<file path="src/rtl/bnn_param_loader_if.sv">
// Byte-stream, daisy-chain and status bundle for bnn_param_loader.
// slave = loader side, master = chip I/O / neuron array side.
interface bnn_param_loader_if;
  logic       start;
  logic [7:0] in_data;
  logic       in_valid;
  logic       in_ready;
  logic       setup;
  logic       param_out;
  logic       chain_in;
  logic       busy;
  logic       done;
  logic [7:0] rb_data;
  logic       rb_valid;

  modport slave (
    input  start, in_data, in_valid, chain_in,
    output in_ready, setup, param_out, busy, done, rb_data, rb_valid
  );

  modport master (
    output start, in_data, in_valid, chain_in,
    input  in_ready, setup, param_out, busy, done, rb_data, rb_valid
  );
endinterface

</file>
<file path="src/rtl/bnn_param_loader.sv">
// Serial loader for the neuron parameter daisy chain: bytes in, CHAIN_BITS bits shifted out MSB first.
// Optional chain readback enabled by defining BNN_PARAM_LOADER_READBACK_EN.
module bnn_param_loader #(
  parameter int unsigned NEURONS   = 4,
  parameter int unsigned INPUTS    = 8,
  parameter int unsigned BIAS_BITS = 3
) (
  input  logic                clk,
  input  logic                rst_n,
  bnn_param_loader_if.slave   bus
);

  localparam int unsigned CHAIN_BITS = NEURONS * (INPUTS + BIAS_BITS);
  localparam int unsigned CNT_W      = $clog2(CHAIN_BITS + 1);
  localparam logic [CNT_W-1:0] ChainLen = CNT_W'(CHAIN_BITS);
  localparam logic [CNT_W-1:0] LastBit  = CNT_W'(CHAIN_BITS - 1);

  typedef enum logic [1:0] {StIdle, StLoad, StShift, StDone} state_e;

  state_e           r_state;
  logic [CNT_W-1:0] r_bit_cnt;
  logic [7:0]       r_shreg;
  logic [3:0]       r_byte_left;
  logic             r_in_ready;
  logic             r_setup;
  logic             r_param_out;
  logic             r_busy;
  logic             r_done;

  logic [CNT_W-1:0] w_remaining;
  logic [3:0]       w_byte_bits;
  logic             w_accept;

  // Final byte may be partial: only its top (CHAIN_BITS - bit_cnt) bits are shifted.
  always_comb begin
    w_remaining = ChainLen - r_bit_cnt;
    w_byte_bits = (w_remaining >= CNT_W'(8)) ? 4'd8 : w_remaining[3:0];
    w_accept    = bus.in_valid & r_in_ready;
  end

  always_ff @(posedge clk or negedge rst_n) begin
    if (!rst_n) begin
      r_state     <= StIdle;
      r_bit_cnt   <= '0;
      r_shreg     <= '0;
      r_byte_left <= '0;
      r_in_ready  <= 1'b0;
      r_setup     <= 1'b0;
      r_param_out <= 1'b0;
      r_busy      <= 1'b0;
      r_done      <= 1'b0;
    end else begin
      unique case (r_state)
        StIdle: begin
          if (bus.start) begin
            r_state    <= StLoad;
            r_busy     <= 1'b1;
            r_bit_cnt  <= '0;
            r_in_ready <= 1'b1;
          end
        end
        StLoad: begin
          if (w_accept) begin
            r_shreg     <= bus.in_data;
            r_setup     <= 1'b1;
            r_param_out <= bus.in_data[7];
            r_in_ready  <= 1'b0;
            r_byte_left <= w_byte_bits;
            r_state     <= StShift;
          end
        end
        StShift: begin
          // The chain captures param_out on this edge; present the next bit alongside it.
          r_shreg     <= {r_shreg[6:0], 1'b0};
          r_param_out <= r_shreg[6];
          r_bit_cnt   <= r_bit_cnt + 1'b1;
          r_byte_left <= r_byte_left - 1'b1;
          if (r_byte_left == 4'd1) begin
            r_setup <= 1'b0;
            if (r_bit_cnt == LastBit) begin
              r_state <= StDone;
              r_done  <= 1'b1;
            end else begin
              r_state    <= StLoad;
              r_in_ready <= 1'b1;
            end
          end
        end
        StDone: begin
          r_done  <= 1'b0;
          r_busy  <= 1'b0;
          r_state <= StIdle;
        end
        default: r_state <= StIdle;
      endcase
    end
  end

  assign bus.in_ready  = r_in_ready;
  assign bus.setup     = r_setup;
  assign bus.param_out = r_param_out;
  assign bus.busy      = r_busy;
  assign bus.done      = r_done;

`ifdef BNN_PARAM_LOADER_READBACK_EN
  logic [7:0] r_rb_sh;
  logic [7:0] r_rb_data;
  logic       r_rb_valid;
  logic [3:0] r_rb_bits;
  logic [7:0] w_rb_next;

  assign w_rb_next = {r_rb_sh[6:0], bus.chain_in};

  // Old chain contents fall out of chain_in in the order they were originally loaded.
  always_ff @(posedge clk or negedge rst_n) begin
    if (!rst_n) begin
      r_rb_sh    <= '0;
      r_rb_data  <= '0;
      r_rb_valid <= 1'b0;
      r_rb_bits  <= '0;
    end else begin
      r_rb_valid <= 1'b0;
      if (w_accept) r_rb_bits <= w_byte_bits;
      if (r_setup) begin
        r_rb_sh <= w_rb_next;
        if (r_byte_left == 4'd1) begin
          r_rb_valid <= 1'b1;
          r_rb_data  <= w_rb_next << (4'd8 - r_rb_bits);
        end
      end
    end
  end

  assign bus.rb_data  = r_rb_data;
  assign bus.rb_valid = r_rb_valid;
`else
  logic w_unused_chain_in;
  assign w_unused_chain_in = bus.chain_in;
  assign bus.rb_data  = '0;
  assign bus.rb_valid = 1'b0;
`endif

endmodule

</file>
<file path="src/flat_wrapper.sv">
// flat-port wrapper written by rule: the top's interface ports become plain ports
module bnn_param_loader_flat 
#(
  parameter int unsigned NEURONS   = 4,
  parameter int unsigned INPUTS    = 8,
  parameter int unsigned BIAS_BITS = 3
)
  (clk, rst_n, bus_start, bus_in_data, bus_in_valid, bus_chain_in, bus_in_ready, bus_setup, bus_param_out, bus_busy, bus_done, bus_rb_data, bus_rb_valid);
  bnn_param_loader_if bus_i ();
  input  logic clk;
  input  logic rst_n;
  input wire logic [$bits(bus_i.start)-1:0] bus_start;
  input wire logic [$bits(bus_i.in_data)-1:0] bus_in_data;
  input wire logic [$bits(bus_i.in_valid)-1:0] bus_in_valid;
  input wire logic [$bits(bus_i.chain_in)-1:0] bus_chain_in;
  output wire logic [$bits(bus_i.in_ready)-1:0] bus_in_ready;
  output wire logic [$bits(bus_i.setup)-1:0] bus_setup;
  output wire logic [$bits(bus_i.param_out)-1:0] bus_param_out;
  output wire logic [$bits(bus_i.busy)-1:0] bus_busy;
  output wire logic [$bits(bus_i.done)-1:0] bus_done;
  output wire logic [$bits(bus_i.rb_data)-1:0] bus_rb_data;
  output wire logic [$bits(bus_i.rb_valid)-1:0] bus_rb_valid;
  assign bus_i.start = bus_start;
  assign bus_i.in_data = bus_in_data;
  assign bus_i.in_valid = bus_in_valid;
  assign bus_i.chain_in = bus_chain_in;
  assign bus_in_ready = bus_i.in_ready;
  assign bus_setup = bus_i.setup;
  assign bus_param_out = bus_i.param_out;
  assign bus_busy = bus_i.busy;
  assign bus_done = bus_i.done;
  assign bus_rb_data = bus_i.rb_data;
  assign bus_rb_valid = bus_i.rb_valid;
  bnn_param_loader #(.NEURONS(NEURONS), .INPUTS(INPUTS), .BIAS_BITS(BIAS_BITS)) u_core (.clk(clk), .rst_n(rst_n), .bus(bus_i));
endmodule
</file>
<file path="config.mk">
export PLATFORM = sky130hd
export DESIGN_NAME = bnn_param_loader_flat
export DESIGN_NICKNAME = d
export VERILOG_FILES = /design/src/rtl/bnn_param_loader_if.sv /design/src/rtl/bnn_param_loader.sv /design/src/flat_wrapper.sv
export SDC_FILE = /design/constraint.sdc
export NUM_CORES = 1
export LEC_CHECK = 0
export CAP_MARGIN = 20
export CORE_ASPECT_RATIO = 0.8
export CORE_MARGIN = 2
export CORE_UTILIZATION = 55
export CTS_CLUSTER_DIAMETER = 50
export DETAILED_ROUTE_END_ITERATION = 16
export GPL_ROUTABILITY_DRIVEN = 0
export PLACE_DENSITY = 0.95
export SKIP_CTS_REPAIR_TIMING = 1
export SYNTH_ARGS = -nofsm -noshare
export SYNTH_HDL_FRONTEND = slang
export SYNTH_SLANG_ARGS = --single-unit
</file>
<file path="constraint.sdc">
create_clock -name clk -period 2.6 [get_ports clk]
set_input_delay 0.26 -clock clk [delete_from_list [all_inputs] [get_ports clk]]
set_output_delay 0.26 -clock clk [all_outputs]
set_load 0.03 [all_outputs]
</file>
==> results of run 1 <==
-- cells by family after synthesis --
group	count (synthesis)	share of synthesized area [%]
other	1	0.271
adder cells (fa/ha/maj)	4	3.61
buffers and inverters	25	11.4
AO/OA/AOI/OAI	42	20.8
flip-flops	24	43.4
AND/OR/NAND/NOR	61	20.6
-- critical path: cells and delay by family, from the launching register on --
kind | cells | cell delay [ns]
AOI/OAI and AO/OA | 1 | 0.14
DFF | 1 | 0.60
and+or+nand+nor | 3 | 1.04
-- layout make-up --
class / instances / area (um^2)
Tap cell: 36 / 45.0
Clock buffer: 3 / 22.5
Fill cell: 188 / 862
Timing Repair Buffer: 18 / 175
Multi-Input combinational cell: 116 / 657
Sequential cell: 24 / 601
Inverter: 8 / 30.0
Clock inverter: 1 / 30.0
-- cell usage after synthesis, drive strengths merged --
cell type,n
nand2,27
dfrtp,24
buf,15
nor2,13
o21ai,12
a31oi,8
inv,8
a21oi,6
nor3,5
a22o,4
ha,4
nand2b,3
a21boi,2
clkbuf,2
nand3,2
nand3b,2
nor2b,2
o31ai,2
or3,2
a21o,1
a22oi,1
a2bb2oi,1
a311oi,1
and2b,1
and4b,1
conb,1
nand4,1
nor3b,1
o211ai,1
o21bai,1
o22a,1
o22ai,1
or3b,1
-- state kept, by name, summed over array words and instances (netlist names) --
signal,count
u_core.bus.done,1
u_core.r_shreg,7
u_core.r_bit_cnt,6
u_core.r_state,2
u_core.bus.in_ready,1
u_core.bus.busy,1
u_core.r_byte_left,4
u_core.bus.param_out,1
u_core.bus.setup,1
-- cells in the final DEF, fill, tap and decap left out, types with 2 or more instances in the layout --
cell	count
clkdlybuf4s50_1	16
nand3b_1	2
conb_1	9
nor2b_1	2
nor3_1	5
inv_1	8
nand2b_1	3
a21boi_0	2
a22o_1	3
nand3_1	2
or3_1	2
o21ai_0	11
dfrtp_1	24
a31oi_1	8
nor2_1	13
ha_1	4
a21oi_1	6
buf_4	2
nand2_1	27
clkbuf_4	3
-- metal layers --
| layer | share of wire [%] | vias up |
|---|---|---|
| li1 | - | 547 |
| met4 | 1.0 | 0 |
| met5 | 0 | - |
| met2 | 48 | 31 |
| met1 | 47 | 552 |
| met3 | 4.4 | 2 |
-- per-stage QoR --
stage / area, um^2 / hold WS, ns
6_report: 1560 / 0.288
4_1_cts: 1560 / 0.290
3_3_place_gp: 1510 / 0.468
2_1_floorplan: 1420 / -0.0356
3_5_place_dp: 1510 / 0.466
5_1_grt: 1560 / 0.297
-- final timing paths --
kind | start | to | slack, ns | cells after the start
max | u_core.r_state[0] | u_core.r_byte_left[2] | 0.75 | 4
min | rst_n | u_core.r_bit_cnt[4] | 0.29 | 2
max reg2reg | u_core.r_state[0] | u_core.r_byte_left[2] | 0.75 | 4
min reg2reg | u_core.bus.setup | u_core.bus.setup | 0.52 | 2
max in group asynchronous | rst_n | u_core.r_bit_cnt[1] | 2.07 | 2
min in group clk | bus_in_data[4] | u_core.r_shreg[4] | 0.48 | 3
-- power breakdown --
group,internal (uW),switching (uW)
logic,273,384
registers,520,158
clock network,156,115
total,949,657
==> summary.txt, run 1 <==
Detailed routing
  – Routed Antenna Nets: 0
  – Final wirelength: 2.71 mm
  – Routed len/inst: 13.2 um
  – DRT iter0 DRCs: 40
  – Drt drc: 0
  – DR vias/cell: 5.50
  – Pre-Repair DR Iteration Count: 4
  – DR vias: 1132

Synth
  – Area share of the largest cell type after synthesis: 43.4%
  – Sequential fraction of the synthesis area: 43.4%
  – Area leader, netlist: dfrtp_1
  – Count of different cell masters after synthesis: 39
  – Synthesized instance count: 157
  – FF+latch count, synth: 24
  – Yosys Warn Count: 0
  – Syn_area_per_cell: 8.82 um^2
  – Cell Area, Synth: 1390 um^2
  – Synth top area cells: dfrtp_1, nand2_1, buf_4

Timing
  – Least-Margin Pin Slew: 0.577 ns
  – Max Clock Freq: 0.540 GHz
  – Max Transition Viols Final: 0
  – Fin crit share: 71.3%
  – Max-slew headroom: 61.4%
  – Final Worst Setup Slack: 0.747 ns
  – Setup TNS Final: 0 ns
  – RSZ-0062 raised after global routing: false
  – Min Clock Period, post-route: 1.85 ns
  – Fin. Hold Viols: 0
  – Setup Skew: 0.00560 ns
  – Final Setup Violations: 0

Power
  – Pwr Total: 1610 uW
  – P_leak: 0.000688 uW
  – Worst vdd ir: 577 uV
  – Power density cells: 1030 nW/um^2

Outcome
  – Outcome: completed

Global route
  – First-pass GRT wire length: 4.47 mm
  – Layer with the highest usage: met2
  – Total Routing Usage GR: 20.0%
  – Met3 usage: 4.77%
  – Largest net degree at the start of global routing: 25
  – Initial antenna violation count: 0
  – GRT overflow: 0
  – GRT met1 Usage: 27.9%
  – Met2 Resource Use GR: 30.8%
  – Number of global-route vias before repair: 1017

Die
  – Initial Util: 57.2%
  – DIE WIDTH: 60.1 um
  – I/O pins: 27
  – Die Span Y: 48.9 um
  – Num rows: 16
  – Die ar.: 2940 um^2
  – Core area: 2420 um^2

Cells and area
  – Final instance count without filler cells: 206
  – Final Util: 64.4%
  – Area grow syn2layout: 12.6%
  – Layout cells sized above 1: 7.06%
  – # nets final: 188
  – Antenna cells: 0

Setup path
  – CP endpoint kind: flop
  – Crit Path Class: reg -> reg
  – CP Launch Type: flop
  – Max incr delay on CP: 0.60 ns
  – Critical path arrival: 2.10 ns
  – Critical-path maximum fanout: 14
  – Cell Chain, Critical Path: and4b_1 -> nor2_1 -> or3_1 -> a21oi_1
  – Critical path's slowest cell: dfrtp_1
  – Critical Path RT: 2.85 ns

Placed design
  – IO buf count: 16
  – Placed instance count: 202
  – Dpl hpwl: 1.95 mm
  – Pre-CTS WS: 0.562 ns

Clocking
  – CTS Sinks: 24
  – Clock Path Buffers: 2
  – Clk_lat worst skew: 0.32 ns
  – Total CTS buffers: 3
  – CTS clk-pin slew, worst paths: 0.14 ns
  – Root Buffer: clkbuf_4
  – H-tree Lvls: 1
  – CTS tree: done

Flow run
  – Max Cap Violations: 0

Min path
  – Hold WC Path Type: in -> async
Note: power is estimated with default switching activity, not from simulation.
==> run 2: changes to the inputs <==
--- a/config.mk
+++ b/config.mk
@@ -8,11 +8,11 @@
 export CAP_MARGIN = 20
 export CORE_ASPECT_RATIO = 0.8
 export CORE_MARGIN = 2
-export CORE_UTILIZATION = 55
+export CORE_UTILIZATION = 46
 export CTS_CLUSTER_DIAMETER = 50
 export DETAILED_ROUTE_END_ITERATION = 16
 export GPL_ROUTABILITY_DRIVEN = 0
-export PLACE_DENSITY = 0.95
+export PLACE_DENSITY = 0.87
 export SKIP_CTS_REPAIR_TIMING = 1
 export SYNTH_ARGS = -nofsm -noshare
 export SYNTH_HDL_FRONTEND = slang
==> constraint.sdc (replaced) <==
create_clock -name clk -period 1.59 [get_ports clk]
set_input_delay 0.159 -clock clk [delete_from_list [all_inputs] [get_ports clk]]
set_output_delay 0.159 -clock clk [all_outputs]
set_load 0.03 [all_outputs]
==> summary.txt, run 2 (synthesized netlist as in run 1, its figures left out) <==
Outcome
  – Outcome: completed (unchanged)

Power
  – Pwr Total: 2730 uW (was 1610 uW)
  – Comb power frac: 46.9% (was 40.9%)
  – Switching power: 1100 uW (was 657 uW)
  – Worst vdd ir: 1010 uV (was 577 uV)
  – Clk pwr share: 15.0% (was 16.9%)
  – Seq pwr share: 38.1% (was 42.3%)
  – Internal: 1630 uW (was 949 uW)
  – Net Sw Frac: 40.4% (was 40.9%)
  – P_leak: 0.000753 uW (was 0.000688 uW)
  – Power density cells: 1660 nW/um^2 (was 1030 nW/um^2)

Die
  – Initial Util: 49.3% (was 57.2%)
  – Die ar.: 3470 um^2 (was 2940 um^2)
  – Num rows: 17 (was 16)
  – DIE WIDTH: 65.4 um (was 60.1 um)
  – I/O pins: 27 (unchanged)
  – Core area: 2810 um^2 (was 2420 um^2)
  – Die Span Y: 53.1 um (was 48.9 um)

Clocking
  – Clock Path Buffers: 2 (unchanged)
  – CTS Sinks: 24 (unchanged)
  – CTS clk-pin slew, worst paths: 0.08 ns (was 0.14 ns)
  – Root Buffer: clkbuf_8 (was clkbuf_4)
  – Clk_lat worst skew: 0.27 ns (was 0.32 ns)
  – Total CTS buffers: 3 (unchanged)
  – CTS tree: done (unchanged)
  – H-tree Lvls: 1 (unchanged)

Setup path
  – Critical-path maximum fanout: 3 (was 14)
  – Critical Path RT: 1.75 ns (was 2.85 ns)
  – Crit Reg-Reg Endpoint: u_core.r_byte_left[3] (was u_core.r_byte_left[2])
  – Critical path arrival: 1.66 ns (was 2.10 ns)
  – CP Launch Point: u_core.r_bit_cnt[1] (was u_core.r_state[0])
  – Critical Path End: u_core.r_byte_left[3] (was u_core.r_byte_left[2])
  – RR Startpoint: u_core.r_bit_cnt[1] (was u_core.r_state[0])
  – Worst R2R Setup Slack: 0.09 ns (was 0.75 ns)
  – Worst Reg2Reg Path Length in Cells: 6 (was 4)
  – CP Launch Type: flop (unchanged)
  – Crit Path Class: reg -> reg (unchanged)
  – CP endpoint kind: flop (unchanged)

Detailed routing
  – Drt drc: 0 (unchanged)
  – DR vias: 1164 (was 1132)
  – Routed Antenna Nets: 0 (unchanged)
  – Final wirelength: 2.72 mm (was 2.71 mm)
  – DRT iter0 DRCs: 21 (was 40)
  – Pre-Repair DR Iteration Count: 4 (unchanged)
  – Routed len/inst: 12.4 um (was 13.2 um)
  – DR vias/cell: 5.32 (was 5.50)

Timing
  – Min Clock Period, post-route: 1.50 ns (was 1.85 ns)
  – Hold slack: 0.253 ns (was 0.288 ns)
  – Fin crit share: 94.2% (was 71.3%)
  – Final Setup Violations: 0 (unchanged)
  – RSZ-0062 raised after global routing: false (unchanged)
  – Fin. Hold Viols: 0 (unchanged)
  – Max Transition Viols Final: 0 (unchanged)
  – Setup TNS Final: 0 ns (unchanged)
  – Final Worst Setup Slack: 0.0917 ns (was 0.747 ns)
  – Max Clock Freq: 0.667 GHz (was 0.540 GHz)
  – Setup Skew: 0.00606 ns (was 0.00560 ns)

Global route
  – GRT overflow: 0 (unchanged)
  – Initial antenna violation count: 0 (unchanged)
  – Number of global-route vias before repair: 1052 (was 1017)
  – Total Routing Usage GR: 17.6% (was 20.0%)
  – Largest net degree at the start of global routing: 25 (unchanged)
  – First-pass GRT wire length: 4.71 mm (was 4.47 mm)

Cells and area
  – # nets final: 199 (was 188)
  – Area grow syn2layout: 19.2% (was 12.6%)
  – Layout cells sized above 1: 12.7% (was 7.06%)
  – Largest reg by FF count: u_core.r_shreg (unchanged)
  – Max reg flops: 7 (unchanged)
  – Commonest non-fill, non-tap cell in the layout: nand2_1 (unchanged)
  – Antenna cells: 0 (unchanged)
  – Most frequent cells in the layout: nand2_1, dfrtp_1, clkdlybuf4s50_1 (unchanged)
  – Final Util: 58.8% (was 64.4%)
  – Top flop regs: u_core.r_shreg x7, u_core.r_bit_cnt x6, u_core.r_byte_left x4 (unchanged)

Placed design
  – Dpl hpwl: 2.03 mm (was 1.95 mm)
  – IO buf count: 16 (unchanged)
  – Pre-CTS WS: 0.0393 ns (was 0.562 ns)

Flow run
  – Max Cap Violations: 0 (unchanged)

Min path
  – Hold WC Path Type: in -> async (unchanged)
-- run 2: changes by cell type in the layout (fill, tap and decap cells not counted), sizes merged --
cell | previous run | this run
buf | 2 | 13
bufinv | 1 | 0
clkbuf | 3 | 4
clkdlybuf4s50 | 16 | 15
dlymetal6s2s | 0 | 1
-- run 2: cell type report --
cell class	instances	area (um^2)
Timing Repair Buffer	29	260
Inverter	8	30.0
Clock buffer	4	55.1
Fill cell	235	1160
Tap cell	38	47.5
Multi-Input combinational cell	116	657
Sequential cell	24	601
-- run 2: worst min-delay path by stage --
stage | depth (start not counted) | start | to | slack (ns)
global route | 2 | rst_n | u_core.r_bit_cnt[1] | 0.29
detailed placement | 2 | u_core.bus.setup | u_core.bus.setup | 0.46
CTS | 2 | rst_n | u_core.r_bit_cnt[1] | 0.26
floorplan | 0 | rst_n | u_core.bus.busy | -0.14
global placement | 2 | u_core.bus.setup | u_core.bus.setup | 0.47
finish | 2 | rst_n | u_core.r_bit_cnt[1] | 0.25
-- run 2: stage by stage --
step,cells,area [um^2]
floorplan,165,1420
global placement,215,1590
detailed placement,215,1590
CTS,219,1650
global route,219,1650
finish,219,1650
-- run 2: power by group through the flow --
stage | registers (uW) | clock network, uW | logic [uW]
after floorplan | 1100 | 0 | 802
after global placement | 1030 | 0 | 1220
after detailed placement | 1050 | 0 | 1280
after CTS | 1040 | 422 | 1280
after global routing | 1070 | 438 | 1440
final | 1040 | 409 | 1280
-- run 2: metal layers --
| metal | up-vias | track usage (%) | wire (um) |
|---|---|---|---|
| li1 | 573 | - | - |
| met1 | 566 | 23.6 | 1270 |
| met3 | 2 | 2.55 | 84 |
| met5 | - | 0 | 0 |
| met4 | 0 | 4.17 | 25 |
| met2 | 23 | 30.3 | 1340 |
-- run 2: worst max-delay path, cell delays in order (launching register included) --
cell and delay (ns):
dfrtp_1 0.37, inv_1 0.06, ha_1 0.20, or3_1 0.32
o22ai_2 0.13, a2bb2oi_2 0.11, o22a_1 0.21
